===== config.mk =====
export PLATFORM = sky130hd
export DESIGN_NAME = pattern_ddr3_loader
export DESIGN_NICKNAME = d
export VERILOG_FILES = /design/src/rtl/pattern_pkg.sv /design/src/rtl/pattern_ddr3_loader_avmm_wr_hold.sv /design/src/rtl/pattern_ddr3_loader.sv
export SDC_FILE = /design/constraint.sdc
export NUM_CORES = 2
export LEC_CHECK = 0
export ABC_AREA = 1
export ABC_CLOCK_PERIOD_IN_PS = 11300
export CORE_AREA = 2 2 349 351
export DETAILED_ROUTE_END_ITERATION = 8
export DIE_AREA = 0 0 351 353
export PLACE_DENSITY = 0.67
export SYNTH_ARGS = -nofsm -noshare
export SYNTH_HDL_FRONTEND = slang
export SYNTH_SLANG_ARGS = --single-unit
export TNS_END_PERCENT = 50

===== constraint.sdc =====
create_clock -name ddr3_emif_clk -period 11.3 [get_ports ddr3_emif_clk]
set_clock_uncertainty 0.15 [all_clocks]
set_input_delay 2.26 -clock ddr3_emif_clk [delete_from_list [all_inputs] [get_ports ddr3_emif_clk]]
set_output_delay 2.26 -clock ddr3_emif_clk [all_outputs]
set_load 0.01 [all_outputs]

===== src/rtl/pattern_pkg.sv =====
// Shared pattern-set definitions: header field positions, flag value, error codes, loader states.
package pattern_pkg;

    localparam int H_PIX_MSB     = 255;
    localparam int H_PIX_LSB     = 224;
    localparam int V_PIX_MSB     = 223;
    localparam int V_PIX_LSB     = 192;
    localparam int TOTAL_PIX_MSB = 191;
    localparam int TOTAL_PIX_LSB = 160;
    localparam int PAT_NUM_MSB   = 159;
    localparam int PAT_NUM_LSB   = 128;
    localparam int FILL_SIZE_MSB = 127;
    localparam int FILL_SIZE_LSB = 96;
    localparam int START_ADDR_MSB = 95;
    localparam int START_ADDR_LSB = 64;
    localparam int END_ADDR_MSB  = 63;
    localparam int END_ADDR_LSB  = 32;
    localparam int RSV_MSB       = 31;
    localparam int RSV_LSB       = 0;

    localparam logic [255:0] FLAG_VALUE = 256'h55;

    localparam logic [1:0] ERR_NONE  = 2'd0;
    localparam logic [1:0] ERR_SHORT = 2'd1;
    localparam logic [1:0] ERR_LONG  = 2'd2;
    localparam logic [1:0] ERR_HDR   = 2'd3;

    typedef enum logic [2:0] {
        ST_IDLE,
        ST_CLR_FLAG,
        ST_HDR,
        ST_CALC,
        ST_BODY,
        ST_DRAIN,
        ST_SET_FLAG,
        ST_ERR
    } state_t;

endpackage


===== src/rtl/pattern_ddr3_loader_avmm_wr_hold.sv =====
// One-deep Avalon-MM write holding register (valid/ready in, waitrequest-style out).
// Latency: 1 cycle from accepted input to write request.
// Backpressure: in_rdy drops only while a write is held and the EMIF is not ready.
module avmm_wr_hold #(
    parameter int ADDR_W = 22,
    parameter int DATA_W = 256
) (
    input  logic              ddr3_emif_clk,
    input  logic              ddr3_emif_rst_n,
    input  logic              in_vld,
    output logic              in_rdy,
    input  logic [ADDR_W-1:0] in_addr,
    input  logic [DATA_W-1:0] in_dat,
    input  logic              emif_ready,
    output logic              wr_pend,
    output logic [ADDR_W-1:0] wr_addr,
    output logic [DATA_W-1:0] wr_dat,
    output logic              wr_done
);

    logic              pend_q, pend_d;
    logic [ADDR_W-1:0] addr_q, addr_d;
    logic [DATA_W-1:0] dat_q, dat_d;

    assign in_rdy  = !pend_q || emif_ready;
    assign wr_done = pend_q && emif_ready;
    assign wr_pend = pend_q;
    assign wr_addr = addr_q;
    assign wr_dat  = dat_q;

    // A new load in the completing cycle keeps the slot full.
    always_comb begin
        pend_d = pend_q;
        addr_d = addr_q;
        dat_d  = dat_q;
        if (wr_done) begin
            pend_d = 1'b0;
        end
        if (in_vld && in_rdy) begin
            pend_d = 1'b1;
            addr_d = in_addr;
            dat_d  = in_dat;
        end
    end

    always_ff @(posedge ddr3_emif_clk or negedge ddr3_emif_rst_n) begin
        if (!ddr3_emif_rst_n) begin
            pend_q <= 1'b0;
            addr_q <= '0;
            dat_q  <= '0;
        end else begin
            pend_q <= pend_d;
            addr_q <= addr_d;
            dat_q  <= dat_d;
        end
    end

endmodule


===== src/rtl/pattern_ddr3_loader.sv =====
// Streams one pattern-set packet into DDR3 and manages the on-chip "loaded" flag word.
// Latency: header + 1 CALC cycle, then one DDR3 write per beat; flag set after the last write.
// Backpressure: s_ready follows the write holding register; optional LOADER_HDR_CHECK_EN adds header checks.
module pattern_ddr3_loader
    import pattern_pkg::*;
#(
    parameter int                ADDR_W     = 22,
    parameter logic [ADDR_W-1:0] MAX_WORDS  = 22'h3FFFFF,
    parameter logic [255:0]      FLAG_VALUE = pattern_pkg::FLAG_VALUE
) (
    input  logic              ddr3_emif_clk,
    input  logic              ddr3_emif_rst_n,
    input  logic              s_valid,
    output logic              s_ready,
    input  logic [255:0]      s_data,
    input  logic              s_sop,
    input  logic              s_eop,
    input  logic              ddr3_emif_ready,
    output logic              ddr3_emif_write,
    output logic [ADDR_W-1:0] ddr3_emif_addr,
    output logic [255:0]      ddr3_emif_write_data,
    output logic [31:0]       ddr3_emif_byte_enable,
    output logic [4:0]        ddr3_emif_burst_count,
    output logic              onchip_mem_clken,
    output logic              onchip_mem_chip_select,
    output logic              onchip_mem_write,
    output logic [10:0]       onchip_mem_addr,
    output logic [31:0]       onchip_mem_byte_enable,
    output logic [255:0]      onchip_mem_write_data,
    output logic              busy,
    output logic              done,
    output logic              error,
    output logic [1:0]        err_code,
    output logic [ADDR_W-1:0] words_written
);

    state_t            state_q, state_d;
    logic [ADDR_W-1:0] addr_q, addr_d;
    logic [ADDR_W-1:0] left_q, left_d;
    logic [ADDR_W-1:0] words_q, words_d;
    logic [31:0]       tot_q, tot_d;
    logic [31:0]       pat_q, pat_d;
    logic              error_q, error_d;
    logic              discard_q, discard_d;
    logic [1:0]        code_q, code_d;

    logic        hold_vld, hold_rdy, wr_pend, wr_done, hdr_load, hdr_ok, oc_wr;
    logic [23:0] per_pat;
    logic [55:0] exp_cnt;

    assign per_pat  = tot_q[31:8] + {23'b0, |tot_q[7:0]};
    assign exp_cnt  = 56'(pat_q) * 56'(per_pat);
    assign hold_vld = s_valid && s_ready && (state_q == ST_HDR || state_q == ST_BODY);
    assign hdr_load = hold_vld && (state_q == ST_HDR);

`ifdef LOADER_HDR_CHECK_EN
    logic [31:0] hp_q, hp_d, vp_q, vp_d, sa_q, sa_d, ea_q, ea_d;
    logic [31:0] hv_lo;

    assign hv_lo  = hp_q * vp_q;
    assign hdr_ok = (tot_q == hv_lo) && ({24'b0, ea_q} == ({24'b0, sa_q} + exp_cnt));

    always_comb begin
        hp_d = hp_q;
        vp_d = vp_q;
        sa_d = sa_q;
        ea_d = ea_q;
        if (hdr_load) begin
            hp_d = s_data[H_PIX_MSB:H_PIX_LSB];
            vp_d = s_data[V_PIX_MSB:V_PIX_LSB];
            sa_d = s_data[START_ADDR_MSB:START_ADDR_LSB];
            ea_d = s_data[END_ADDR_MSB:END_ADDR_LSB];
        end
    end

    always_ff @(posedge ddr3_emif_clk or negedge ddr3_emif_rst_n) begin
        if (!ddr3_emif_rst_n) begin
            hp_q <= '0;
            vp_q <= '0;
            sa_q <= '0;
            ea_q <= '0;
        end else begin
            hp_q <= hp_d;
            vp_q <= vp_d;
            sa_q <= sa_d;
            ea_q <= ea_d;
        end
    end
`else
    assign hdr_ok = 1'b1;
`endif

    // Sop beats are never consumed outside HDR so they can restart a packet.
    always_comb begin
        s_ready = 1'b0;
        case (state_q)
            ST_IDLE:         s_ready = s_valid && !s_sop;
            ST_HDR, ST_BODY: s_ready = hold_rdy;
            ST_ERR:          s_ready = discard_q && !s_sop;
            default:         s_ready = 1'b0;
        endcase
    end

    always_comb begin
        state_d   = state_q;
        addr_d    = addr_q;
        left_d    = left_q;
        words_d   = words_q + ADDR_W'(wr_done);
        tot_d     = tot_q;
        pat_d     = pat_q;
        error_d   = error_q;
        discard_d = discard_q;
        code_d    = code_q;
        case (state_q)
            ST_IDLE: begin
                if (s_valid && s_sop) state_d = ST_CLR_FLAG;
            end
            ST_CLR_FLAG: begin
                error_d   = 1'b0;
                code_d    = ERR_NONE;
                words_d   = '0;
                addr_d    = '0;
                discard_d = 1'b0;
                state_d   = ST_HDR;
            end
            ST_HDR: begin
                if (hdr_load) begin
                    tot_d  = s_data[TOTAL_PIX_MSB:TOTAL_PIX_LSB];
                    pat_d  = s_data[PAT_NUM_MSB:PAT_NUM_LSB];
                    addr_d = addr_q + ADDR_W'(1);
                    if (s_eop) begin
                        code_d  = ERR_SHORT;
                        error_d = 1'b1;
                        state_d = ST_ERR;
                    end else begin
                        state_d = ST_CALC;
                    end
                end
            end
            ST_CALC: begin
                if (exp_cnt == '0 || exp_cnt > 56'(MAX_WORDS) || !hdr_ok) begin
                    code_d  = ERR_HDR;
                    error_d = 1'b1;
                    state_d = ST_ERR;
                end else begin
                    left_d  = exp_cnt[ADDR_W-1:0];
                    state_d = ST_BODY;
                end
            end
            ST_BODY: begin
                if (hold_vld) begin
                    addr_d = addr_q + ADDR_W'(1);
                    left_d = left_q - ADDR_W'(1);
                    if (left_q == ADDR_W'(1)) begin
                        if (s_eop) begin
                            state_d = ST_DRAIN;
                        end else begin
                            code_d    = ERR_LONG;
                            error_d   = 1'b1;
                            discard_d = 1'b1;
                            state_d   = ST_ERR;
                        end
                    end else if (s_eop) begin
                        code_d  = ERR_SHORT;
                        error_d = 1'b1;
                        state_d = ST_ERR;
                    end
                end
            end
            ST_DRAIN: begin
                if (!wr_pend) state_d = ST_SET_FLAG;
            end
            ST_SET_FLAG: begin
                state_d = ST_IDLE;
            end
            ST_ERR: begin
                if (s_valid && s_ready && s_eop) discard_d = 1'b0;
                if (s_valid && s_sop) state_d = ST_CLR_FLAG;
            end
            default: state_d = ST_IDLE;
        endcase
    end

    always_ff @(posedge ddr3_emif_clk or negedge ddr3_emif_rst_n) begin
        if (!ddr3_emif_rst_n) begin
            state_q   <= ST_IDLE;
            addr_q    <= '0;
            left_q    <= '0;
            words_q   <= '0;
            tot_q     <= '0;
            pat_q     <= '0;
            error_q   <= 1'b0;
            discard_q <= 1'b0;
            code_q    <= ERR_NONE;
        end else begin
            state_q   <= state_d;
            addr_q    <= addr_d;
            left_q    <= left_d;
            words_q   <= words_d;
            tot_q     <= tot_d;
            pat_q     <= pat_d;
            error_q   <= error_d;
            discard_q <= discard_d;
            code_q    <= code_d;
        end
    end

    avmm_wr_hold #(
        .ADDR_W (ADDR_W),
        .DATA_W (256)
    ) u_hold (
        .ddr3_emif_clk   (ddr3_emif_clk),
        .ddr3_emif_rst_n (ddr3_emif_rst_n),
        .in_vld          (hold_vld),
        .in_rdy          (hold_rdy),
        .in_addr         (addr_q),
        .in_dat          (s_data),
        .emif_ready      (ddr3_emif_ready),
        .wr_pend         (wr_pend),
        .wr_addr         (ddr3_emif_addr),
        .wr_dat          (ddr3_emif_write_data),
        .wr_done         (wr_done)
    );

    assign oc_wr                  = (state_q == ST_CLR_FLAG) || (state_q == ST_SET_FLAG);
    assign onchip_mem_clken       = oc_wr;
    assign onchip_mem_chip_select = oc_wr;
    assign onchip_mem_write       = oc_wr;
    assign onchip_mem_addr        = '0;
    assign onchip_mem_byte_enable = {32{oc_wr}};
    assign onchip_mem_write_data  = (state_q == ST_SET_FLAG) ? FLAG_VALUE : '0;

    assign ddr3_emif_write       = wr_pend;
    assign ddr3_emif_byte_enable = {32{wr_pend}};
    assign ddr3_emif_burst_count = 5'd1;

    assign busy          = (state_q != ST_IDLE) && (state_q != ST_ERR);
    assign done          = (state_q == ST_SET_FLAG);
    assign error         = error_q;
    assign err_code      = code_q;
    assign words_written = words_q;

endmodule

; Word-level counts from Yosys, hierarchy flattened
; Cells that the tools add are included.
[word_totals]
input_bits = 262
wordCells = 110
regBits = 416
output_inout_bits = 646
[classes]
eq_ne = 20
mux = 39
multipliers = 1
n_addsub = 4
reduce_logical = 33
magnitude_cmp = 1
[ops]
columns = operator, n
row1 = 22-bit 2-to-1 mux, 5
row2 = 22-bit one-hot mux with 3 select lines, 1
row3 = "56-bit by 22-bit greater-than comparator with 1-bit output, second input constant", 1
row4 = 56-bit zero test, 1
row5 = 32-bit by 24-bit multiplier with 56-bit output, 1
row6 = 22-bit one-hot mux with 2 select lines, 1
row7 = 24-bit by 1-bit adder with 24-bit output, 1
row8 = 22-bit by 1-bit adder with 22-bit output, 1
row9 = "22-bit by 1-bit adder with 22-bit output, second input constant", 1
row10 = "22-bit by 1-bit equality test with 1-bit output, second input constant", 1
row11 = "22-bit by 1-bit subtractor with 22-bit output, second input constant", 1
row12 = 3-bit 2-to-1 mux, 7
row13 = 3-bit one-hot mux with 7 select lines, 1
row14 = 2-bit 2-to-1 mux, 8
row15 = 5-bit AND reduction, 3
row16 = "2-bit != test, second input constant", 7
row17 = "3-bit equality test, second input constant", 4
row18 = 1-bit 2-to-1 mux, 11
row19 = 1-bit logical AND, 10
row20 = 3-bit nonzero test, 3
row21 = 2-bit one-hot mux with 4 select lines, 1
row22 = 8-bit OR reduction, 1
row23 = 7-bit 2-to-1 mux, 1
row24 = "3-bit by 2-bit equality test with 1-bit output, second input constant", 2
row25 = other kinds (14), 24

; Longest topological paths before layout
[depth]
depth_word = 8
ltp_mapped = 52
depth_no_buf = 50

; By module
; Synthesis repeated with hierarchy kept, for this count alone.
[unflattened]
cells_unflattened = 5814
area_unflattened_um2 = 46235.6
[modules_own_cells]
columns = module, area_per_inst_um2, cells_per_inst, n_inst, seq_area_each_um2
row1 = pattern_ddr3_loader, 35124.9, 4603, 1, 3428.3
row2 = avmm_wr_hold, 11110.7, 1211, 1, 6981.7

; Least setup slack after synthesis
; No wires, ideal clock.
[synth_timing]
path_kind = register -> register
startpoint = register tot_q[7]
endpoint = register left_q[10]
synth_period_minus_slack_ns = 8.086
setup_time_ns = 0.117
stages_incl_launch_ff = 44
t_required_ns = 11.033
path_slack_ns = 3.214
n_path_buf = 2
t_arrival_ns = 7.819
cell_sequence = dfrtp_1 nor4_1 nand2_1 ha_1 ha_1 inv_1 nor3_1 inv_1 nor2_1 inv_1 nor2_1 and3_1 or2_2 nand2_1 clkbuf_1 nor2_1 fa_1 inv_1 (+8 left out) a21o_1 a21oi_1 o21ai_0 a21oi_1 nor2_1 nor2_1 nand2_1 nand2_1 nand2_1 inv_1 nand2_1 nor2_1 nand3_2 nand2_4 nand2_4 buf_6 nand2_1 nand2_1
[synth_between]
elab_chain_len = 7
elab_cells_between_ends = 10
cone_classes = 1 x add/sub / 1 x mul / 1 x order compare / 1 x eq/ne / 2 x mux / 4 x reduce/logical
[synth_rtl]
columns = element, line
row1 = from (decl), pattern_ddr3_loader.sv:41  ; logic [31:0] tot_q, tot_d;
row2 = from (signal assigned), pattern_ddr3_loader.sv:200  ; tot_q <= tot_d;
row3 = 8-bit OR reduction (*), pattern_ddr3_loader.sv:51  ; assign per_pat = tot_q[31:8] + {23'b0, |tot_q[7:0]};
row4 = 24-bit by 1-bit adder with 24-bit output (*), pattern_ddr3_loader.sv:51
row5 = 32-bit by 24-bit multiplier with 56-bit output (*), pattern_ddr3_loader.sv:52  ; assign exp_cnt = 56'(pat_q) * 56'(per_pat);
row6 = 56-bit by 22-bit greater-than comparator with 1-bit output / 56-bit zero test (equally long branches), pattern_ddr3_loader.sv:141  ; if (exp_cnt == '0 || exp_cnt > 56'(MAX_WORDS) || !hdr_ok) begin
row7 = 1-bit logical OR, pattern_ddr3_loader.sv:141
row8 = 2-bit != test (no source line), -
row9 = 3-bit AND reduction (no source line), -
row10 = to (signal assigned), pattern_ddr3_loader.sv:198  ; left_q <= left_d;
row11 = to (decl), pattern_ddr3_loader.sv:39  ; logic [ADDR_W-1:0] left_q, left_d;
; Mark *: on every way between the ends. The rest lies on a longest branch, timed or not. The select of a mux whose other input is x is not followed.
; A chain may end at the register's enable or synchronous reset.

; Final worst setup path
[layout_timing]
startpoint = register tot_q[3]
endpoint = register left_q[2]
; The elaborated chain is that of the path after synthesis.

==> metrics.md <==
| Metric | Value |
|---|---|
| Row Count | 128 |
| Syn avg cell area | 7.84 um^2 |
| CP Buf/Inv Count | 7 |
| Post-synth top cells | nand2_1 (1664), inv_1 (1007), nor2_1 (679) |
| Drt first pass iters | 6 |
| Final TNS setup | 0 ns |
| Max cap viols | 0 |
| Top-count cell post-synth | nand2_1 |
| Post-route DRC | 0 |
| Reg clk slew, reported paths | ~0.06 ns |
| Final Hold Fails | 0 |
| Leading post-synthesis cells by cell area | fa_1 (29%), dfrtp_1 (23%), nand2_1 (14%) |
| Delay-heaviest family, CP | adder cells |
| WHS | 0.325 ns |
| Detailed Place HPWL | 153000 um |
| CTS tree | yes |
| Vias in the first global route | just under 40000 |
| Number of synthesized flops with an enable pin | 0 |
| Arr. time, crit path | 10.75 ns |
| Post-route ant nets | 0 |
| Worst setup SP type | flip-flop |
| Post-DP Area | between 50000 and 60000 um^2 |
| # port buffers | 639 |
| Synth warn | 0 |
| Yosys top cell area share | 0.291 |
| Critical path class | flip-flop to flip-flop |
| Routed length per instance | 23.3 um |
| Flops & latches, synth | 416 |
| CORE AREA | about 120000 um^2 |
| Post-Route WL | about 180000 um |
| CP Max Fanout | 25 |
| Number of fillers in the final layout | 12058 |
| Hold Path Cell Cnt | 1 |
| Crit path depth | between 40 and 50 |
| GR Util All Layers | 0.299 |
| Area leader, netlist | fa_1 |
| Prevailing post-synth register cell | dfrtp_1 |
| FMAX | 96.6 MHz |
| Netlist cell types | 47 |
| Clock Sinks | 416 |
| Clock latency on the worst-skew pair | 0.66 ns |
| # hold bufs at CTS | 0 |
| Initial antenna violation count | 58 |
| Clk root buf | clkbuf_16 |
| Die width | approximately 350 um |
| Via density | 4.96 |
| Worst path slowest cell | fa_1 |
| Worst Max-Slew Pin Slew | 1.15 ns |
| Setup Buffers After CTS | 0 |
| TritonCTS Buffers | 48 |
| Critical Path End Type | flip-flop |
| Die ar. | 124000 um^2 |
| Register area share after synthesis | 0.230 |
| First-pass GRT wire length | 269000 um |
| Grt total ovfl | 0 |
| Critical path's largest stage delay | 0.61 ns |
| Starting density of the core | 0.376 |
| Final instance area | approximately 54000 um^2 |
| DR iter-0 viols | 3897 |
| Status | finished, final reports clean |
| Layout cells sized above 1 | 0.0310 |
| Via count | around 39000 |
| Synthesized area | about 45000 um^2 |
| Synth Instances | between 5000 and 6000 |
| Number of I/O pins | 908 |
| Final GP Congestion | 1.02 |
| Area growth, synth to finish | 18.3% |
| Clk buf depth | 3 |
| Clock period minus worst slack | 10.36 ns |
| Depth of the worst register-to-register path | 43 |
| Die height | around 350 um |
| Async SR Flop Fraction | 1.00 |
| CP dominant cell by count | nand2_1 |
| Final cycle utilization of the critical path | 0.916 |
| Fin. max-slew vios | 0 |
| CP Data Required Time | 11.69 ns |
| Largest net degree at the start of global routing | 184 |
| Depth of the CTS H-tree | 2 |
| Hold crit path type | flip-flop to flip-flop |
| RSZ-0062 raised after global routing | no |
| Slew margin rel. | 0.231 |
| Fin nets | 7356 |
| Post_cts resized | 0 |
| Setup Viol. Count Final | 0 |
metal layers:
| layer | global-route usage | routed length (um) |
|---|---|---|
| met1 | 0.405 | 74200 |
| met2 | 0.458 | 81500 |
| met3 | 0.0803 | 20400 |
| met4 | 0.112 | 8650 |
| met5 | 0 | 19 |
cell usage in the layout (no fill, tap or decap), types with 26 or more instances in the layout:
cell             synthesis  final
o21ai_0                199    199
conb_1                   2    268
a21oi_1                 70     70
nand3_1                122    121
clkdlybuf4s50_1          0    638
ha_1                   190    190
nand4_1                 26     26
nor2_1                 679    678
dfrtp_1                416    415
buf_4                  340     61
inv_1                 1007   1007
nor3_1                  46     45
nand2_1               1664   1662
clkbuf_16                0     48
fa_1                   658    658
sequential cells by signal (all words and copies together), names as in the netlist:
register and count:
u_hold.wr_addr 22, discard_q 1, left_q 22, state_q 3, err_code 2, u_hold.wr_dat 256, words_written 22, error 1
addr_q 22, u_hold.wr_pend 1, pat_q 32, tot_q 32
metrics by stage:
stage          instances   util  worst slack [ns]
2_1_floorplan       6050      -              3.21
3_3_place_gp        7821  0.431              1.15
3_5_place_dp        7821  0.431              1.15
4_1_cts             7910  0.444              1.11
5_1_grt             7921  0.445             0.230
6_report            7933  0.445             0.944
cells by family after synthesis:
kind of cell / after synthesis / synth area share
simple gates: 2602 / 0.226
buf+inv: 1578 / 0.159
fa+ha+maj: 848 / 0.343
flops: 416 / 0.230
compound gates: 310 / 0.0363
xor+xnor: 27 / 0.00522
other cells: 2 / 0.000166
mux: 1 / 0.000221
area by class of cell:
class | instances | area, um^2 | share of cell area
clock buffers | 65 | 1360 | 0.0253
inverters | 1021 | 3840 | 0.0715
well taps | 1625 | 2030 | 0.0379
diodes | 23 | 57.6 | 0.00107
clock inverters | 24 | 278 | 0.00518
repair buffers | 703 | 6920 | 0.129
multi-input cells | 4056 | 28800 | 0.536
flip-flops and latches | 416 | 10400 | 0.194
path summary, 6_finish.rpt:
check / from / end / slack [ns]
min: words_written[21] / words_written[21] / 0.32
max reg2reg: tot_q[3] / left_q[2] / 0.94
max in group asynchronous: ddr3_emif_rst_n / u_hold.wr_dat[138] / 7.45
min reg2reg: words_written[21] / words_written[21] / 0.32
max: tot_q[3] / left_q[2] / 0.94
min in group asynchronous: ddr3_emif_rst_n / u_hold.wr_dat[86] / 1.40
Power is not shown: default switching activity piles up to over one toggle a cycle in this logic, so the estimate is an artifact.
